### config.mk
export PLATFORM = sky130hd
export DESIGN_NAME = counter_period_decoder_flat
export DESIGN_NICKNAME = d
export VERILOG_FILES = /design/src/rtl/counter_pkg.sv /design/src/rtl/counter_period_decoder_if.sv /design/src/rtl/interval_counter.sv /design/src/rtl/counter_period_decoder.sv /design/src/flat_wrapper.sv
export SDC_FILE = /design/constraint.sdc
export NUM_CORES = 1
export LEC_CHECK = 0
export ABC_AREA = 1
export BUFFER_PORTS_ARGS = -buffer_cell sky130_fd_sc_hd__clkbuf_2
export CAP_MARGIN = 40
export CORE_MARGIN = 2
export CORE_UTILIZATION = 57
export DETAILED_ROUTE_END_ITERATION = 7
export PLACE_DENSITY = 0.77
export SLEW_MARGIN = 20
export SYNTH_ARGS = -nofsm -noshare
export SYNTH_HDL_FRONTEND = slang
export SYNTH_SLANG_ARGS = --single-unit
### constraint.sdc
create_clock -name clk -period 2.55 [get_ports clk]
set_input_delay 0.3825 -clock clk [delete_from_list [all_inputs] [get_ports clk]]
set_output_delay 0.3825 -clock clk [all_outputs]
set_load 0.03 [all_outputs]
### src/rtl/counter_pkg.sv
// rtl/counter_pkg.sv - shared widths, lock depth and FSM encoding for the counter and its period decoder
package counter_pkg;
  localparam int SIZE_DEFAULT   = 4;
  localparam int LOCK_N_DEFAULT = 2;

  localparam logic [1:0] SEARCH = 2'd0;
  localparam logic [1:0] TRACK  = 2'd1;
  localparam logic [1:0] LOCKED = 2'd2;
endpackage

### src/rtl/counter_period_decoder_if.sv
// rtl/counter_period_decoder_if.sv - counter-side inputs and decoder status outputs
interface counter_period_decoder_if
  import counter_pkg::*;
#(
  parameter int SIZE = SIZE_DEFAULT
);
  logic            E;
  logic            tc;
  logic [SIZE-1:0] period;
  logic            period_valid;
  logic            locked;
  logic            err;

  modport master (output E, tc, input period, period_valid, locked, err);
  modport slave  (input E, tc, output period, period_valid, locked, err);
endinterface

### src/rtl/interval_counter.sv
// rtl/interval_counter.sv - enabled-cycle interval counter with synchronous clear and saturation flag
module interval_counter
  import counter_pkg::*;
#(
  parameter int SIZE = SIZE_DEFAULT
) (
  input  logic            clk,
  input  logic            rst_n,
  input  logic            clr,
  input  logic            inc,
  output logic [SIZE-1:0] cnt,
  output logic            at_max
);
  always_ff @(posedge clk or negedge rst_n) begin
    if (!rst_n) begin
      cnt <= '0;
    end else if (clr) begin
      cnt <= '0;
    end else if (inc) begin
      cnt <= cnt + SIZE'(1);
    end
  end

  assign at_max = &cnt;
endmodule

### src/rtl/counter_period_decoder.sv
// rtl/counter_period_decoder.sv - recovers the counter's terminal value from tc spacing and tracks lock
module counter_period_decoder
  import counter_pkg::*;
#(
  parameter int SIZE   = SIZE_DEFAULT,
  parameter int LOCK_N = LOCK_N_DEFAULT
) (
  input logic                     clk,
  input logic                     R_n,
  counter_period_decoder_if.slave bus
);
  logic [1:0]      state;
  logic [SIZE-1:0] cnt;
  logic            at_max;
  logic [SIZE-1:0] ref_val;
  logic            ref_valid;
  logic [3:0]      match;
  logic [3:0]      match_next;
  logic [4:0]      run_len;
  logic            lock_hit;
  logic [SIZE-1:0] period_q;
  logic            period_valid_q;
  logic            locked_q;
  logic            err_q;
  logic            ev;
  logic            idle_step;
  logic            active;
  logic            overflow;

  assign ev        = bus.E & bus.tc;
  assign idle_step = bus.E & ~bus.tc;
  assign active    = (state == TRACK) || (state == LOCKED);
  assign overflow  = idle_step & active & at_max;

  interval_counter #(.SIZE(SIZE)) u_cnt (
    .clk    (clk),
    .rst_n  (R_n),
    .clr    ((state == SEARCH) | ev | overflow),
    .inc    (idle_step & active & ~at_max),
    .cnt    (cnt),
    .at_max (at_max)
  );

  // run_len is the number of consecutive agreeing intervals including this one
  always_comb begin
    match_next = 4'd0;
    if (ref_valid && (cnt == ref_val)) begin
      match_next = (match >= 4'(LOCK_N)) ? match : match + 4'd1;
    end
    run_len  = {1'b0, match_next} + 5'd1;
    lock_hit = (run_len >= 5'(LOCK_N));
  end

  always_ff @(posedge clk or negedge R_n) begin
    if (!R_n) begin
      state          <= SEARCH;
      ref_val        <= '0;
      ref_valid      <= 1'b0;
      match          <= 4'd0;
      period_q       <= '0;
      period_valid_q <= 1'b0;
      locked_q       <= 1'b0;
      err_q          <= 1'b0;
    end else begin
      period_valid_q <= 1'b0;
      err_q          <= 1'b0;
      if (overflow) begin
        err_q     <= 1'b1;
        locked_q  <= 1'b0;
        ref_valid <= 1'b0;
        match     <= 4'd0;
        state     <= SEARCH;
      end else if (ev) begin
        case (state)
          SEARCH: state <= TRACK;
          TRACK: begin
            period_q       <= cnt;
            period_valid_q <= 1'b1;
            match          <= match_next;
            ref_val        <= cnt;
            ref_valid      <= 1'b1;
            if (lock_hit) begin
              state    <= LOCKED;
              locked_q <= 1'b1;
            end
          end
          LOCKED: begin
            period_valid_q <= 1'b1;
            if (cnt != period_q) begin
              err_q    <= 1'b1;
              locked_q <= 1'b0;
              period_q <= cnt;
              ref_val  <= cnt;
              match    <= 4'd0;
              state    <= TRACK;
            end
          end
          default: state <= SEARCH;
        endcase
      end
    end
  end

  assign bus.period       = period_q;
  assign bus.period_valid = period_valid_q;
  assign bus.locked       = locked_q;
  assign bus.err          = err_q;
endmodule

### src/flat_wrapper.sv
// flat-port wrapper written by rule: the top's interface ports become plain ports
module counter_period_decoder_flat import counter_pkg::*;
#(
  parameter int SIZE   = SIZE_DEFAULT,
  parameter int LOCK_N = LOCK_N_DEFAULT
)
  (clk, R_n, bus_E, bus_tc, bus_period, bus_period_valid, bus_locked, bus_err);
  counter_period_decoder_if #(.SIZE(SIZE)) bus_i ();
  input logic clk;
  input logic R_n;
  input wire logic [$bits(bus_i.E)-1:0] bus_E;
  input wire logic [$bits(bus_i.tc)-1:0] bus_tc;
  output wire logic [$bits(bus_i.period)-1:0] bus_period;
  output wire logic [$bits(bus_i.period_valid)-1:0] bus_period_valid;
  output wire logic [$bits(bus_i.locked)-1:0] bus_locked;
  output wire logic [$bits(bus_i.err)-1:0] bus_err;
  assign bus_i.E = bus_E;
  assign bus_i.tc = bus_tc;
  assign bus_period = bus_i.period;
  assign bus_period_valid = bus_i.period_valid;
  assign bus_locked = bus_i.locked;
  assign bus_err = bus_i.err;
  counter_period_decoder #(.SIZE(SIZE), .LOCK_N(LOCK_N)) u_core (.clk(clk), .R_n(R_n), .bus(bus_i));
endmodule
==> results.txt, run 1 <==
The run gives 0.35 ns as the minimum setup slack among reg-to-reg paths. Summed over all failing endpoints, the final setup total negative slack is 0 ns. The tools report the wire length after detailed routing as 2.29 mm.

After synthesis, the cell types taking the most area are dfrtp_1, nand2_1, ha_1. The logs give 0.29 ns for the later-pin clock latency in the skew report and 0 for the count of instances resized after the clock tree is built. The congestion estimate from routability-driven global placement came to 0.863.

After clock tree synthesis, the setup repair step added 0 buffers. The count of buffering cells on the critical path with inverters included was 1. The tools report the total I/O pin count as 11. In this run the remaining antenna-violating nets after routing total 0. TritonCTS built the clock tree. Counting every net in the synthesized netlist gives 172. The logs give 0.534 mV for the worst-case vdd ir drop and 60.1% for the initial cell density of the core.

Relative to the synthesized area, the layout overhead comes to 9.01%. Setup violations remaining at the end of the flow were counted as 0. The number of optimization iterations in the first detailed-route pass is 4. Among cell families on the critical path, the largest total delay comes from simple AND/OR/NAND/NOR gates. The run gives 2.75 ns as the endpoint required time on the critical path. The cell accounting for the most synthesized area is dfrtp_1. Final critical path time including I/O delays and setup: 2.20 ns. Leaving out fill and tap cells, the most frequent cell in the layout is nand2_1.

The first global-routing pass estimated 4.11 mm of wire. After synthesis the netlist holds a flip-flop and latch count of 18. The terminus of the critical flop-to-flop path is u_core.state[1]$_DFFE_PN0P_. The clock passes through at most 2 buffers.

The actual transition at the worst max-transition pin is 0.501 ns. For this run, the post-layout net count is 187. The run gives 2.40 ns as the arrival time reported for the critical path endpoint. The clock root buffer was clkbuf_4. Using the TritonRoute via totals, the vias-per-cell ratio works out to 5.23. The worst-path maximum fanout works out to 5.

Entering global routing, the biggest net connects 19 pins. The logs give 1041 for the number of vias in the routed layout and 0 for the number of hold-slack violations in the final timing report. STA classifies the critical path startpoint as a flop.

For the total clock sinks, the log shows 18. The prevailing post-synth register cell is dfrtp_1. The worst min-delay path class is in -> async. Dividing the final minimum period by the clock period gives 86.4%. The depth of the most critical reg-to-reg path came out at 13. Setup repair after global routing left no endpoint under its margin.

After synthesis, the mean cell area works out to 7.42 um^2. The via count of the first global-routing pass came out at 988. The mapped cell area came out at 1180 um^2. The run finished with clean final reports. Sequential elements use 38.2% of the synthesized area.

The CTS H-tree depth was 1. The number of different library cells used by synthesis comes to 22. The synthesized design contains 0 enable-type register cells. Across the routed clock network, the largest skew measured is 0.00359 ns. For this design, the slowest cell found on the critical path is dfrtp_1. The delay of the slowest cell on the worst path is 0.44 ns. TritonCTS created 3 clock buffers. The worst register-to-register path begins at u_core.u_cnt.cnt[0]$_DFFE_PN0P_.

Of the cells placed in the final design, the portion with a size suffix greater than 1 is 19.2%. The initialized floorplan defines 16 standard-cell rows. Among the stages of the critical path, the cell type that occurs most often is nand2_2. Summed over its instances, the top area cell type makes up 38.2% of the synthesized netlist area. Max-slew violation total from the final report: 0. Across the run, the number of max-cap violations was 0. The worst-case headroom to the max-slew limit is 66.3%. Walking the worst path, the cells encountered are inv_1, nand2_2, nand2_2, nor2_4, nand3_2, a21oi_1, ha_1, nor3_1, nand2_1, nor2_2, nand2_2, nand3_1, nand2_1. Number of inserted diodes: 0. The remaining routing DRC violations was 0. The initial antenna violation count came out at 0. The tools report the count of warnings emitted by yosys as 0. The count of hold-fix buffers inserted at cts is 0. Final standard cell utilization of the core: 65.6%. The category of the critical setup timing path is reg -> reg. The die outline height was 49.5 um; the mean routed wirelength per cell was 11.5 um. The tools report the static leakage power as 0.694 nW. Power spread over the standard cell area amounts to 1130 nW/um^2.

For this run, the top clock speed supported by timing is 0.454 GHz. The tools report the violation count after the first detailed-routing iteration as 30. Synthesis handed over a netlist of 159 instances. In this run the horizontal extent of the chip is 49.5 um. Detailed placement ended at an HPWL of 1.79 mm. The die covers 2450 um^2.

Summed over all layers, the global routing overflow is 0. Counting flops with an async set or reset pin after synthesis yields a share of 100%. Buffers placed on the I/O ports in this run total 10. The run gives 21.6% as the global-route usage over all layers.

The library cells used most frequently in the layout, excluding fill and tap cells, are nand2_1, inv_1, dfrtp_1. The core region is 1960 um^2. The clock slew seen by the registers of the worst setup and hold paths came out at 0.10 ns. The worst setup path is captured at a flop.
## worst register-to-register path, cell delays in order (launching register included)
cell and delay (ns):
dfrtp_1 0.44, inv_1 0.11, nand2_2 0.08, nand2_2 0.06
nor2_4 0.10, nand3_2 0.14, a21oi_1 0.28, ha_1 0.30
nor3_1 0.17, nand2_1 0.09, nor2_2 0.11, nand2_2 0.09
nand3_1 0.09, nand2_1 0.06
## state kept, by name, summed over array words and instances, names as in the netlist
name,flops
u_core.u_cnt.cnt,4
u_core.bus.err,1
u_core.state,2
u_core.ref_valid,1
u_core.ref_val,4
u_core.bus.period_valid,1
u_core.match,4
u_core.bus.locked,1
## layer usage
layer / GRT usage [%] / vias to the layer above / wire length (um) / part of all wire [%]
met5: 0 / - / 0 / 0
met4: 9.26 / 0 / 48 / 2.1
met3: 4.24 / 7 / 124 / 5.4
met2: 33.8 / 30 / 1010 / 44
met1: 29.3 / 479 / 1100 / 48
li1: - / 525 / - / -
## synth_stat cells, types with 3 or more instances
cell type	n
nand2_1	43
inv_1	25
dfrtp_1	18
ha_1	9
nor2_1	8
o21ai_0	8
nand2_2	7
nand3_1	7
inv_2	5
a21oi_1	4
nand4_1	4
nor3_1	4
o21ai_1	4
nor2_2	3
nor2_4	3
## logic make-up after synthesis
logic type	count (synthesis)	synth area share, %
flip-flops	18	38.2
AO/OA/AOI/OAI	21	9.97
adder cells (fa/ha/maj)	9	9.54
AND/OR/NAND/NOR	80	32.0
XOR/XNOR	1	0.742
buffers and inverters	30	9.54
## per-stage QoR
step / cell area, um^2 / instances / hold WS, ns / worst slack [ns] / total power [mW]
5_1_grt: 1290 / 199 / 0.0374 / 0.143 / 1.61
6_report: 1290 / 199 / 0.0146 / 0.347 / 1.45
4_1_cts: 1290 / 199 / 0.0268 / 0.330 / 1.46
3_3_place_gp: 1260 / 196 / 0.346 / 0.497 / 1.27
2_1_floorplan: 1180 / 159 / 0.0869 / 0.455 / 1.12
3_5_place_dp: 1260 / 196 / 0.353 / 0.371 / 1.31
## final cells by class
class / count / area (um^2)
Sequential cell: 18 / 450
Fill cell: 176 / 676
Tap cell: 27 / 33.8
Inverter: 30 / 113
Multi-Input combinational cell: 111 / 617
Clock buffer: 3 / 22.5
Timing Repair Buffer: 10 / 50.0
## power by group
part           total (mW)  switching (mW)  leakage, nW  internal [mW]
clock network       0.143          0.0877       0.0138         0.0550
registers           0.419          0.0670        0.237          0.352
logic               0.893           0.585        0.443          0.308
total                1.45           0.740        0.694          0.715
## how the worst max path moves through the flow
| stage | end | depth (start not counted) | slack [ns] | from |
|---|---|---|---|---|
| 2_1_floorplan | u_core.bus.locked$_DFFE_PN0P_ | 13 | 0.46 | u_core.ref_val[1]$_DFFE_PN0P_ |
| 3_3_place_gp | u_core.bus.locked$_DFFE_PN0P_ | 12 | 0.50 | u_core.match[0]$_DFFE_PN0P_ |
| 3_5_place_dp | u_core.state[1]$_DFFE_PN0P_ | 12 | 0.37 | u_core.match[0]$_DFFE_PN0P_ |
| 4_1_cts | u_core.state[1]$_DFFE_PN0P_ | 12 | 0.33 | u_core.match[0]$_DFFE_PN0P_ |
| 5_1_grt | u_core.bus.locked$_DFFE_PN0P_ | 13 | 0.14 | u_core.match[0]$_DFFE_PN0P_ |
| 6_report | u_core.state[1]$_DFFE_PN0P_ | 13 | 0.35 | u_core.u_cnt.cnt[0]$_DFFE_PN0P_ |
Note: power is estimated with default switching activity, not from simulation.
==> run 2, diff against run 1 <==
--- a/config.mk
+++ b/config.mk
@@ -6,11 +6,11 @@
 export NUM_CORES = 1
 export LEC_CHECK = 0
 export ABC_AREA = 1
-export BUFFER_PORTS_ARGS = -buffer_cell sky130_fd_sc_hd__clkbuf_2
 export CAP_MARGIN = 40
 export CORE_MARGIN = 2
-export CORE_UTILIZATION = 57
+export CORE_UTILIZATION = 61
 export DETAILED_ROUTE_END_ITERATION = 7
+export DONT_BUFFER_PORTS = 1
 export PLACE_DENSITY = 0.77
 export SLEW_MARGIN = 20
 export SYNTH_ARGS = -nofsm -noshare
==> run 2 against run 1 <==
  * First-iteration DRC count decreased by 10%
  * Worst setup slack got worse by 0.16 ns
  * Sequential power increased by 6.7%
  * Sequential share of layout area increased by 0.13 points
  * Count of clock-buffer cells in the layout increased by 1
  * Global-route usage increased by 2.4 points
  * Worst hold slack improved by 0.28 ns
  * Maximum frequency decreased by 6.8%
  * Clock skew increased by 0.0024 ns
  * Clock power increased by 24%
  * Largest power group unchanged
==> results.txt, run 2 (synthesis results as in run 1) <==
The maximum clock rate was 0.423 GHz (-6.8%). The logs give 19 (unchanged) for the pin count of the biggest net entering global routing and 0 (unchanged) for the number of buffers inserted to repair setup after CTS. The logs give 0.29 ns (about the same) for the later-pin clock latency in the skew report and 0 (unchanged) for the remaining routing DRC violations.

The die outline height is 48.0 um (-3.1%). The number of inserted diodes is 0 (unchanged), and the endpoint required time on the critical path is 2.75 ns (about the same). The max-slew violation total from the final report is 0 (unchanged), and the number of optimization iterations in the first detailed-route pass is 4 (unchanged). The final sum of negative setup slack is 0 ns (unchanged), and the worst-path maximum fanout is 5 (unchanged). The site row count was 15 (-1). The tools report the startpoint class of the critical path as a flop. The final count of negative-setup-slack endpoints is 0 (unchanged).

The fraction of layout cells with a size suffix above 1 came out at 16.8% (-2.4 points). TritonCTS built the clock tree. The logs give 0 (unchanged) for the number of routed nets with antenna violations and 3 (unchanged) for the number of buffers created by CTS.

Count of port buffers added during placement: 0 (-10). The final standard cell utilization of the core is 72.8% (+7.3 points). The tree is rooted in a clkbuf_4. The total number of nets in the final design is 181 (-3.2%), and the share of the clock period used by the worst path after layout is 92.7% (+6.3 points). The power density relative to cell area is 1150 nW/um^2 (+2.1%). Setup repair after global routing left no endpoint under its margin.

In the layout the commonest cells are nand2_1, inv_1, dfrtp_1. For the number of vias in the routed layout, the log shows 1018 (-2.2%). The mean routed wirelength per cell is 12.5 um (+8.4%).

The tools report the number of hold-slack violations in the final timing report as 0 (unchanged). The total I/O pin count was 11 (unchanged); the actual transition at the worst max-transition pin was 0.537 ns (+0.0356 ns). The largest registers in the layout are u_core.match: 4 flops, u_core.ref_val: 4 flops, u_core.u_cnt.cnt: 4 flops. The post-synthesis to final-layout area growth is 8.91% (about the same), and the clock skew after layout is 0.00601 ns (+0.00242 ns). Worst-case vdd ir drop: 0.654 mV (+22%). Mean number of vias per cell: 5.30 (+1.4%). The violation count after the first detailed-routing iteration came out at 27 (-10%). The global route total overflow is 0 (unchanged), and the global-route usage over all layers is 24.0% (+2.4 points). The category of the critical setup timing path is reg -> reg.

The logs give 64.0% (-2.4 points) for the worst-case headroom to the max-slew limit and 0.676 nW (-2.6%) for the static leakage power. The tools report the full die area as 2300 um^2 (-6.0%). The total clock sinks was 18 (unchanged).

For the arrival time reported for the critical path endpoint, the log shows 2.56 ns (+0.16 ns). The logs give 1230 um^2 (-3.0%) for the instance area after placement and 0 (unchanged) for the initial antenna violation count. The CTS H-tree depth is 1 (unchanged), and the last weighted congestion value of the routability-driven placer is 0.828 (-4.1%). The number of maximum-capacitance constraint violations is 0 (unchanged). Leaving out fill and tap cells, the most frequent cell in the layout is nand2_1. The width of the chip is 48.0 um (-3.1%). The worst min-delay path class is in -> reg. The flow ran to the end, and the final reports show no timing, DRC or antenna violations.

The category of the worst setup path capture point is a flop. The clock slew seen by the registers of the worst setup and hold paths works out to 0.11 ns (about the same). The wire length after detailed routing was 2.39 mm (+4.5%). The logs give 66.9% (+6.7 points) for the initial cell density of the core and 914 (-7.5%) for the via count of the first global-routing pass. The detailed-placement wirelength estimate is 1.79 mm (about the same), and the number of standard cells in the layout, taps in and fillers out is 192 (-3.5%). The logs give 3.84 mm (-6.6%) for the wire length of the first global-routing pass and 1760 um^2 (-10%) for the total core area.

The final critical path time including I/O delays and setup works out to 2.36 ns (+0.160 ns). The area of all placed cells without fillers is 1280 um^2 (about the same), and the cell count after placement is 186 (-5.1%). The filler cell count is 152 (-14%), and the maximum buffer depth of the clock tree is 2 (unchanged).
-- run 2: cell types whose count changed in the layout (fill, tap and decap cells not counted), sizes merged --
cell / delta
clkbuf: -9
buf: +3
dlygate4sd3: +1
-- run 2: report_power, final --
group	leakage, nW	switching, mW	internal (mW)
clock network	0.0210	0.0906	0.0870
logic	0.420	0.552	0.307
registers	0.236	0.0956	0.351
total	0.676	0.738	0.745
-- run 2: area by class of cell --
type	count	area [um^2]	share of cell area, %
clock buffer	4	36.3	2.82
inverter	30	113	8.76
multi-input combinational	111	617	48.0
sequential	18	452	35.2
tap	25	31.3	2.43
timing repair buffer	4	36.3	2.82
-- run 2: through the flow --
stage / power [mW] / hold WS (ns) / setup WS (ns)
after floorplan: 1.12 / 0.0869 / 0.455
after global placement: 1.26 / 0.0872 / 0.379
after detailed placement: 1.30 / 0.0872 / 0.208
after CTS: 1.49 / 0.290 / 0.190
after global routing: 1.63 / 0.280 / 0.0255
final: 1.48 / 0.297 / 0.187
-- run 2: path summary, 6_finish.rpt --
kind                                               startpoint                                end  slack [ns]  depth (start not counted)
max in group asynchronous                                 R_n      u_core.ref_val[2]$_DFFE_PN0P_        1.65                          2
worst max register to register  u_core.ref_val[3]$_DFFE_PN0P_      u_core.bus.locked$_DFFE_PN0P_        0.19                         13
worst min-delay path                                    bus_E  u_core.bus.period_valid$_DFF_PN0_        0.30                          2
worst max-delay path            u_core.ref_val[3]$_DFFE_PN0P_      u_core.bus.locked$_DFFE_PN0P_        0.19                         13
min in group asynchronous                                 R_n       u_core.ref_valid$_DFFE_PN0P_        0.44                          1
worst min register to register    u_core.state[1]$_DFFE_PN0P_        u_core.state[1]$_DFFE_PN0P_        0.55                          2
-- run 2: timing repair --
item,CTS,global route
gates resized for setup,0,1
hold buffers,1,0
endpoints found under the hold margin,18,0
setup endpoints to repair,0,1
-- run 2: per-layer routing --
metal | part of all wire, % | global-route usage (%) | vias to the layer above
li1 | - | - | 517
met1 | 45 | 30.8 | 467
met2 | 48 | 41.9 | 28
met3 | 4.8 | 3.40 | 6
met4 | 1.6 | 7.03 | 0
met5 | 0 | 0 | -
-- run 2: worst max-delay path: stages (launching register included) --
cell and delay (ns):
dfrtp_1 0.57, inv_1 0.08, nand2_1 0.06, nand2_1 0.10, nor2_4 0.12, nand3_2 0.11
a21oi_1 0.27, ha_1 0.29, nor3_1 0.19, nand2_1 0.10, nor2_2 0.13, nand2_2 0.10
nand3_1 0.09, nand2_1 0.06
==> run 3, diff against run 2 <==
--- a/config.mk
+++ b/config.mk
@@ -7,7 +7,7 @@
 export LEC_CHECK = 0
 export ABC_AREA = 1
 export CAP_MARGIN = 40
-export CORE_MARGIN = 2
+export CORE_MARGIN = 8
 export CORE_UTILIZATION = 61
 export DETAILED_ROUTE_END_ITERATION = 7
 export DONT_BUFFER_PORTS = 1
==> run 3 against run 2 <==
  * Register-to-register slack better by 0.18 ns
  * Die area grew 56%
  * Routed wire length down 2.2%
  * Largest power group unchanged
==> results.txt, run 3 (synthesis results as in run 1) <==
STA classifies the critical path endpoint as a flop. The actual transition at the worst max-transition pin is 0.569 ns (+0.0317 ns), and the arrival time reported for the critical path endpoint is 2.43 ns (-0.13 ns). For the worst hold slack after final layout, the log shows 0.305 ns (+0.00794 ns). Static leakage power: 0.682 nW (+0.81%). The run finished with clean final reports. The final standard cell utilization of the core is 68.1% (-4.7 points). The tools report the global-route usage over all layers as 14.3% (-9.7 points). The area of all placed cells without fillers is 1290 um^2 (+0.78%), and the number of buffers inserted to repair setup after CTS is 0 (unchanged). The depth of the most critical reg-to-reg path was 13 (unchanged); the max-slew violation total from the final report was 0 (unchanged). TritonCTS built the clock tree.

The tools report the internal portion of total power as 0.746 mW (about the same). For the total number of nets in the final design, the log shows 182 (+0.55%). The tools report the via count of the first global-routing pass as 944 (+3.3%).

The tools report the final count of negative-setup-slack endpoints as 0 (unchanged). The CTS H-tree depth is 1 (unchanged), and the worst-path maximum fanout is 5 (unchanged). The tools report the clock root buffer as clkbuf_4. In this run the critical register-to-register path is captured at u_core.state[1]$_DFFE_PN0P_.

The number of buffers created by CTS is 3 (unchanged). In the final layout, the registers with the most flip-flops are u_core.match: 4 flops, u_core.ref_val: 4 flops, u_core.u_cnt.cnt: 4 flops. The tools report the detailed-placement wirelength estimate as 1.75 mm (-2.5%). The total clock sinks is 18 (unchanged), and the count of port buffers added during placement is 0 (unchanged).

The number of standard cells in the layout, taps in and fillers out was 195 (+1.6%); the clock share of power was 12.3% (+0.3 points). The total I/O pin count was 11 (unchanged). The critical path is of the reg -> reg type. The total core area is 1900 um^2 (+7.8%), and the mean number of vias per cell is 5.12 (-3.5%). The fraction of layout cells with a size suffix above 1 is 17.3% (+0.50 points), and the full die area is 3600 um^2 (+56%). The wire length of the first global-routing pass was 3.88 mm (+1.3%). The tools report the number of vias in the routed layout as 998 (-2.0%).

The pin count of the biggest net entering global routing was 19 (unchanged). The final critical path time including I/O delays and setup was 2.19 ns (-0.178 ns); the post-synthesis to final-layout area growth was 9.76%. The last weighted congestion value of the routability-driven placer was 0.895 (+8.1%).

The tools report the number of optimization iterations in the first detailed-route pass as 4 (unchanged). The clock slew seen by the registers of the worst setup and hold paths works out to 0.11 ns (about the same). The library cell used most frequently in the layout, excluding fill and tap cells, is nand2_1. The worst setup slack before clock tree synthesis is 0.286 ns (+0.0774 ns), and the global route total overflow is 0 (unchanged). The tools report the site row count as 16 (+1). The die outline height came out at 60.0 um (+25%). The run gives 0 (unchanged) as the remaining routing DRC violations.

The width of the chip is 60.0 um (+25%). The worst-case headroom to the max-slew limit came out at 61.8% (-2.1 points). Setup repair after global routing left no endpoint under its margin. The number of inserted diodes is 0 (unchanged). The instance area after placement was 1240 um^2 (+0.82%). The cell count after placement was 189 (+1.6%). The number of cells on the worst hold path is 3 (+1), and the combinational power share is 57.4% (-0.5 points). The worst-case vdd ir drop is 0.508 mV (-22%), and the power density relative to cell area is 1140 nW/um^2 (-1.6%). The worst min-delay path class was in -> reg. The total power consumption of the routed design was 1.47 mW (-0.80%); the switching part of the total was 49.3% (-0.44 points). In the layout the commonest cells are nand2_1, inv_1, dfrtp_1.

The mean routed wirelength per cell was 12.0 um (-3.7%); the register share of total power was 30.3% (+0.2 points). The later-pin clock latency in the skew report is 0.30 ns (about the same), and the violation count after the first detailed-routing iteration is 31 (+15%). The clock skew after layout is 0.00685 ns (+0.000844 ns).

The logs give 0 (unchanged) for the number of hold-slack violations in the final timing report and 0.725 mW (-1.7%) for the switching power. The worst hold path terminates at u_core.u_cnt.cnt[2]$_DFFE_PN0P_. The number of routed nets with antenna violations is 0 (unchanged), and the number of maximum-capacitance constraint violations is 0 (unchanged). In this run the critical register-to-register path is launched from u_core.match[0]$_DFFE_PN0P_.

The minimum setup slack among reg-to-reg paths came out at 0.36 ns (+0.18 ns). The tools report the endpoint required time on the critical path as 2.80 ns (+0.05 ns). The share of the clock period used by the worst path after layout is 85.7% (-7.0 points), and the initial antenna violation count is 0 (unchanged). For the maximum clock rate, the log shows 0.458 GHz (+8.1%). The initial cell density of the core came out at 62.0% (-4.8 points). The logs give 2 (unchanged) for the maximum buffer depth of the clock tree and 2.34 mm (-2.2%) for the wire length after detailed routing. STA classifies the critical path startpoint as a flop.

Final sum of negative setup slack: 0 ns (unchanged). The worst setup slack after layout is 0.365 ns (+0.178 ns). The worst hold path begins at bus_tc.
==> run 3: changes by cell type in the layout (fill, tap and decap cells not counted), sizes merged <==
cell	change
buf	+1
==> run 3: worst max path at each step <==
stage / from / cells past startpoint / endpoint
final: u_core.match[0]$_DFFE_PN0P_ / 13 / u_core.state[1]$_DFFE_PN0P_
after global routing: u_core.match[0]$_DFFE_PN0P_ / 13 / u_core.bus.locked$_DFFE_PN0P_
after CTS: u_core.ref_val[3]$_DFFE_PN0P_ / 13 / u_core.state[1]$_DFFE_PN0P_
after detailed placement: u_core.ref_val[3]$_DFFE_PN0P_ / 13 / u_core.bus.locked$_DFFE_PN0P_
after global placement: u_core.ref_val[3]$_DFFE_PN0P_ / 13 / u_core.bus.locked$_DFFE_PN0P_
after floorplan: u_core.ref_val[1]$_DFFE_PN0P_ / 13 / u_core.bus.locked$_DFFE_PN0P_
==> run 3: cell type report <==
type	count	area, um^2
clock buffer	4	36.3
tap	27	33.8
fill	171	607
timing repair buffer	5	43.8
sequential	18	452
inverter	30	113
multi-input combinational	111	617
==> run 3: timing repair <==
| action | in CTS | in global routing |
|---|---|---|
| hold endpoints to repair | 18 | 0 |
| hold buffers | 1 | 0 |
| gates resized for setup | 0 | 1 |
| setup endpoints to repair | 0 | 1 |
==> run 3: power by group through the flow <==
stage               sequential, mW  combinational, mW  clock (mW)
floorplan                    0.469              0.647           0
global route                 0.458              0.977       0.196
finish                       0.445              0.845       0.181
CTS                          0.447              0.840       0.181
global placement             0.450              0.801           0
detailed placement           0.452              0.829           0
==> run 3: worst max-delay path, cell delays in order (launching register included) <==
cell	delay, ns
dfrtp_1	0.39
inv_1	0.08
ha_1	0.19
inv_1	0.10
nand4_1	0.14
a21oi_1	0.30
ha_1	0.28
nor3_1	0.16
nand2_1	0.08
nor2_2	0.11
nand2_2	0.10
nand2_2	0.07
nand2_1	0.05
nand2_1	0.06
==> run 3: routing by layer <==
metal / track usage (%) / up-vias / share of wire [%]
li1: - / 517 / -
met1: 16.6 / 443 / 45
met2: 23.8 / 34 / 46
met3: 3.44 / 4 / 7.5
met4: 6.80 / 0 / 1.4
met5: 0 / - / 0
